[src/rtl/lfsr_pattern_source.sv]
`default_nettype none
// ============================================================================
// Module      : lfsr_pattern_source
// Description : Stimulus source for the bit-statistics counter. A Fibonacci
//               LFSR emits a pseudo-random bit stream on msb; max_tick pulses
//               for one cycle each time the register returns to SEED after a
//               full period; fsm_out pulses one cycle after the last CW_LEN
//               emitted bits equal CODEWORD (overlapping detection).
// Ports       : clk        in  1      rising-edge clock
//               rst_n      in  1      synchronous active-low reset
//               step_en    in  1      step qualifier (LFSR_STEP_EN builds only)
//               msb        out 1      lfsr[WIDTH-1], bit emitted this cycle
//               max_tick   out 1      one-cycle pulse, LFSR wrapped to SEED
//               fsm_out    out 1      one-cycle pulse, codeword just completed
//               lfsr_state out WIDTH  current LFSR register
//               step_cnt   out WIDTH  steps since last wrap or reset
// Macro       : LFSR_STEP_EN adds the step_en input; otherwise it steps
//               every cycle.
// Revision    : 1.0 - initial release
// ============================================================================
module lfsr_pattern_source #(
  parameter int                WIDTH    = 16,
  parameter logic [WIDTH-1:0]  TAPS     = 16'hB400,
  parameter logic [WIDTH-1:0]  SEED     = 16'hACE1,
  parameter int                CW_LEN   = 4,
  parameter logic [CW_LEN-1:0] CODEWORD = 4'b1011
) (
  input  logic             clk,
  input  logic             rst_n,
`ifdef LFSR_STEP_EN
  input  logic             step_en,
`endif
  output logic             msb,
  output logic             max_tick,
  output logic             fsm_out,
  output logic [WIDTH-1:0] lfsr_state,
  output logic [WIDTH-1:0] step_cnt
);

  // Width of the fill counter; it only needs to reach CW_LEN-1.
  localparam int             FW        = $clog2(CW_LEN);
  localparam logic [FW-1:0]  FILL_LAST = FW'(CW_LEN - 2);
  localparam logic [FW-1:0]  FILL_ONE  = FW'(1);
  localparam logic [WIDTH-1:0] CNT_ONE = WIDTH'(1);

  localparam logic [0:0] S_FILL = 1'b0;
  localparam logic [0:0] S_HUNT = 1'b1;

  // Illegal builds are rejected at elaboration.
  if (SEED == '0) begin : g_bad_seed
    $error("lfsr_pattern_source: SEED must be nonzero (all-zero lockup)");
  end
  if (CW_LEN < 2 || CW_LEN > 8) begin : g_bad_cw_len
    $error("lfsr_pattern_source: CW_LEN must be in 2..8");
  end

  logic              step;
  logic [WIDTH-1:0]  lfsr_q, lfsr_d;
  logic [WIDTH-1:0]  step_cnt_q, step_cnt_d;
  logic              max_tick_q, max_tick_d;
  logic              fsm_out_q, fsm_out_d;
  logic [CW_LEN-2:0] hist_q, hist_d;
  logic [FW-1:0]     fill_q, fill_d;
  logic [0:0]        state_q, state_d;
  logic              fb;
  logic [CW_LEN-1:0] window;

`ifdef LFSR_STEP_EN
  assign step = step_en;
`else
  assign step = 1'b1;
`endif

  assign fb     = ^(lfsr_q & TAPS);
  // Window of the last CW_LEN emitted bits including the one on msb now;
  // oldest bit lands in the MSB, matching CODEWORD's bit order.
  assign window = {hist_q, lfsr_q[WIDTH-1]};

  always_comb begin
    lfsr_d     = lfsr_q;
    step_cnt_d = step_cnt_q;
    max_tick_d = 1'b0;
    fsm_out_d  = 1'b0;
    hist_d     = hist_q;
    fill_d     = fill_q;
    state_d    = state_q;
    if (step) begin
      lfsr_d     = {lfsr_q[WIDTH-2:0], fb};
      // Tick and counter wrap coincide with the cycle SEED is reloaded.
      max_tick_d = (lfsr_d == SEED);
      step_cnt_d = max_tick_d ? '0 : (step_cnt_q + CNT_ONE);
      hist_d     = window[CW_LEN-2:0];
      case (state_q)
        S_FILL: begin
          fill_d = fill_q + FILL_ONE;
          if (fill_q == FILL_LAST) begin
            state_d = S_HUNT;
          end
        end
        default: begin
          fsm_out_d = (window == CODEWORD);
        end
      endcase
    end
  end

  always_ff @(posedge clk) begin
    if (!rst_n) begin
      lfsr_q     <= SEED;
      step_cnt_q <= '0;
      max_tick_q <= 1'b0;
      fsm_out_q  <= 1'b0;
      hist_q     <= '0;
      fill_q     <= '0;
      state_q    <= S_FILL;
    end else begin
      lfsr_q     <= lfsr_d;
      step_cnt_q <= step_cnt_d;
      max_tick_q <= max_tick_d;
      fsm_out_q  <= fsm_out_d;
      hist_q     <= hist_d;
      fill_q     <= fill_d;
      state_q    <= state_d;
    end
  end

  assign msb        = lfsr_q[WIDTH-1];
  assign max_tick   = max_tick_q;
  assign fsm_out    = fsm_out_q;
  assign lfsr_state = lfsr_q;
  assign step_cnt   = step_cnt_q;

endmodule
`default_nettype wire

[config.mk]
export PLATFORM = sky130hd
export DESIGN_NAME = lfsr_pattern_source
export DESIGN_NICKNAME = d
export VERILOG_FILES = /design/src/rtl/lfsr_pattern_source.sv
export SDC_FILE = /design/constraint.sdc
export NUM_CORES = 1
export LEC_CHECK = 0
export CAP_MARGIN = 10
export CORE_ASPECT_RATIO = 1.2
export CORE_MARGIN = 4
export CORE_UTILIZATION = 50
export CTS_CLUSTER_SIZE = 16
export DETAILED_ROUTE_END_ITERATION = 10
export PLACE_DENSITY = 0.88
export SLEW_MARGIN = 20
export SYNTH_ARGS = -nofsm -noshare
export SYNTH_HDL_FRONTEND = slang
export SYNTH_SLANG_ARGS = --single-unit
export TNS_END_PERCENT = 50
[constraint.sdc]
create_clock -name clk -period 2 [get_ports clk]
set_input_delay 0.4 -clock clk [delete_from_list [all_inputs] [get_ports clk]]
set_output_delay 0.4 -clock clk [all_outputs]
set_load 0.03 [all_outputs]
==> results.ini <==
[status]
status=completed

[power]
pwr-share-seq=0.597
comb_power_share=0.163
power_density_mw_per_mm2=792.2
ir_drop_uv=558.8
p_clk_frac=0.240
p_sw_uw=418.8
p_int_uw=1091
power_uw=1510
p_leak_uw=0.0007597
switching_share=0.2774

[grt]
grt_pass1_wl_um=4871
grt_antenna_before_repair=0
gr-total-overflow=0
first_global_vias=1135
grt_max_degree=15
grt_usage=0.1710

[synth]
synthesis.nets=149
netlist_area_mm2=0.001463
synthCells=145
synth_edf_count=0
yosysTopAreaCellShare=0.5475
synth_top_area_cell=dfxtp_1
synth_most_common_cell=dfxtp_1
postSynth.asyncResetShare=0
avgSynthCellArea_um2=10.09
synth_cell_types=26
synthTopCellsByArea=dfxtp_1, xnor2_1, nor2_1
yosys_warnings=0
synth_common_cells=dfxtp_1, nor2_1, xnor2_1
ys_seq_area_frac=0.5475
ys_ff_latch=40
yosys_most_used_dff=dfxtp_1

[die]
rows=21
core_mm2=0.002811
start_util=0.5202
ioPinCount=37
die_area_mm2=0.003858
die_w_um=57.38
dieHeight_um=67.25

[place]
pre_cts_ws_ns=0.3061
place_hpwl_um=2220
port_buffers=36
gp_congestion=0.8159

[critical_path]
cpMaxStageDelayCell=clkdlybuf4s50_1
timing.rr.end=step_cnt[2]$_SDFF_PP0_
cp-start-kind=register
cp.required_ns=1.60
critPathLaunch=step_cnt[8]$_SDFF_PP0_
max_stage_delay_ns=0.72
r2r_cells=5
cp-end-kind=output port
crit_path_end=step_cnt[8]
reg2reg_from=lfsr_state[2]$_SDFF_PN0_
crit_family=buffers and inverters
critPathMaxFanout=6
path_buf_inv=1
cp.depth=1
rrSetupSlack_ns=0.33
worstPathArrival_ns=1.52
cp_cell_sequence=clkdlybuf4s50_1
critical_path_class=register to output port

[detailed_routing]
routed_via_density=5.000
drt-initial-drc-count=40
vias=1100
dr.pass1.iters=4
wl_per_cell_um=13.49
drc_errors=0
wl_um=2968
top_layer=met4
ant_nets=0
wl_met2_um=1470
m1WireLength_um=1214
met3_length_um=245

[timing]
fin_worst_skew_ns=0.009089
hold_violations=0
clock.fmax_mhz=520.1
setup_tns_ns=0
final.period_utilization=0.9613
fin_crit_ns=1.923
max_slew_margin=0.7411
worst_pin_slew_ns=0.3884
setup_viol=0
rsz0062_at_grt=false
slew_violations=0
worst_slack_ns=0.07733

[clock_network]
hold_buffers=0
cts_tree=yes
cts.sinks=40
cts.path.max_buffers=2
clk_pin_slew_ns=0.11
root_buffer=clkbuf_4
clkLatencyLatePin_ns=0.34
numCtsBuffers=5
ctsHtreeMaxLevel=2

[hold_path]
hold_class=register to register

[final_layout]
fin_nets=190
syn2layout_area_growth_pct=30.28
antenna_cells=0
drive_gt1_frac=0.06452

[flow_run]
cap_violations=0

-- what timing repair did --
item | 4_1_cts | 5_1_grt
resized for setup | 0 | 2
setup buffers | 0 | 0
setup endpoints to repair | 0 | 2
-- sequential cells by signal, summed over array words and instances (netlist names) --
signal / flops
lfsr_state: 16
max_tick: 1
fill_q: 2
step_cnt: 16
fsm_out: 1
state_q: 1
hist_q: 3
-- area by class of cell --
class,instances,area (um2)
Tap cell,34,42.54
Clock buffer,6,41.29
Multi-Input combinational cell,95,613.1
Clock inverter,1,5.005
Inverter,6,22.52
Timing Repair Buffer,38,380.4
Sequential cell,40,800.8
Fill cell,222,905.9
-- worst reg2reg max path: cells and delay by family, from the launching register on --
family / cells / cell delay, ns
flops: 1 / 0.34
simple gates: 3 / 0.62
buf+inv: 1 / 0.22
compound gates: 1 / 0.39
-- per-stage QoR --
step,cells,area (um2),util,hold slack [ns]
floorplan,145,1463,-,0.4207
global placement,213,1854,0.6595,0.4440
detailed placement,213,1854,0.6595,0.4531
CTS,220,1901,0.6760,0.4809
global route,220,1906,0.6778,0.4950
finish,220,1906,0.6778,0.4786
-- cell usage in the layout (no fill, tap or decap), drive strengths merged --
| cell | n |
|---|---|
| a21oi | 2 |
| and2 | 11 |
| and3 | 2 |
| and4 | 1 |
| and4bb | 1 |
| buf | 2 |
| clkbuf | 6 |
| clkdlybuf4s50 | 34 |
| clkinv | 1 |
| dfxtp | 40 |
| dlymetal6s2s | 2 |
| ha | 2 |
| inv | 6 |
| nand2 | 4 |
| nand2b | 7 |
| nand3 | 6 |
| nand4 | 4 |
| nand4b | 1 |
| nor2 | 26 |
| nor2b | 1 |
| nor3 | 4 |
| nor4 | 3 |
| nor4b | 1 |
| o21ba | 1 |
| o31ai | 1 |
| xnor2 | 13 |
| xor2 | 4 |
-- how the worst min path moves through the flow --
stage | startpoint | endpoint | slack, ns | depth (start not counted)
finish | lfsr_state[6]$_SDFF_PN1_ | lfsr_state[7]$_SDFF_PN1_ | 0.48 | 1
global route | lfsr_state[5]$_SDFF_PN1_ | lfsr_state[6]$_SDFF_PN1_ | 0.49 | 1
CTS | hist_q[0]$_SDFF_PN0_ | hist_q[1]$_SDFF_PN0_ | 0.48 | 1
detailed placement | hist_q[0]$_SDFF_PN0_ | hist_q[1]$_SDFF_PN0_ | 0.45 | 1
global placement | hist_q[0]$_SDFF_PN0_ | hist_q[1]$_SDFF_PN0_ | 0.44 | 1
floorplan | hist_q[0]$_SDFF_PN0_ | hist_q[1]$_SDFF_PN0_ | 0.42 | 1
-- power groups by stage --
stage	Clock [uW]	Combinational, uW	Sequential, uW
6_report	362	246	901
5_1_grt	410	275	914
4_1_cts	378	249	902
3_5_place_dp	0	246	920
3_3_place_gp	0	232	915
2_1_floorplan	0	107	965
-- kinds of logic (layout without fill, tap and decap cells) --
group,count (synthesis),count (layout),share of synthesized area
AND/OR/NAND/NOR,72,72,0.2720
flip-flops,40,40,0.5475
XOR/XNOR,17,17,0.1018
buffers and inverters,10,51,0.03336
AO/OA/AOI/OAI,4,4,0.02823
adder cells (fa/ha/maj),2,2,0.01711
-- layer usage --
layer  vias to the layer above  track usage
met1                       505       0.1702
met2                        40       0.2994
met3                         5      0.08604
li1                        550            -
met5                         -            0
met4                         0      0.07246
Power figures use the tool's default switching activity.
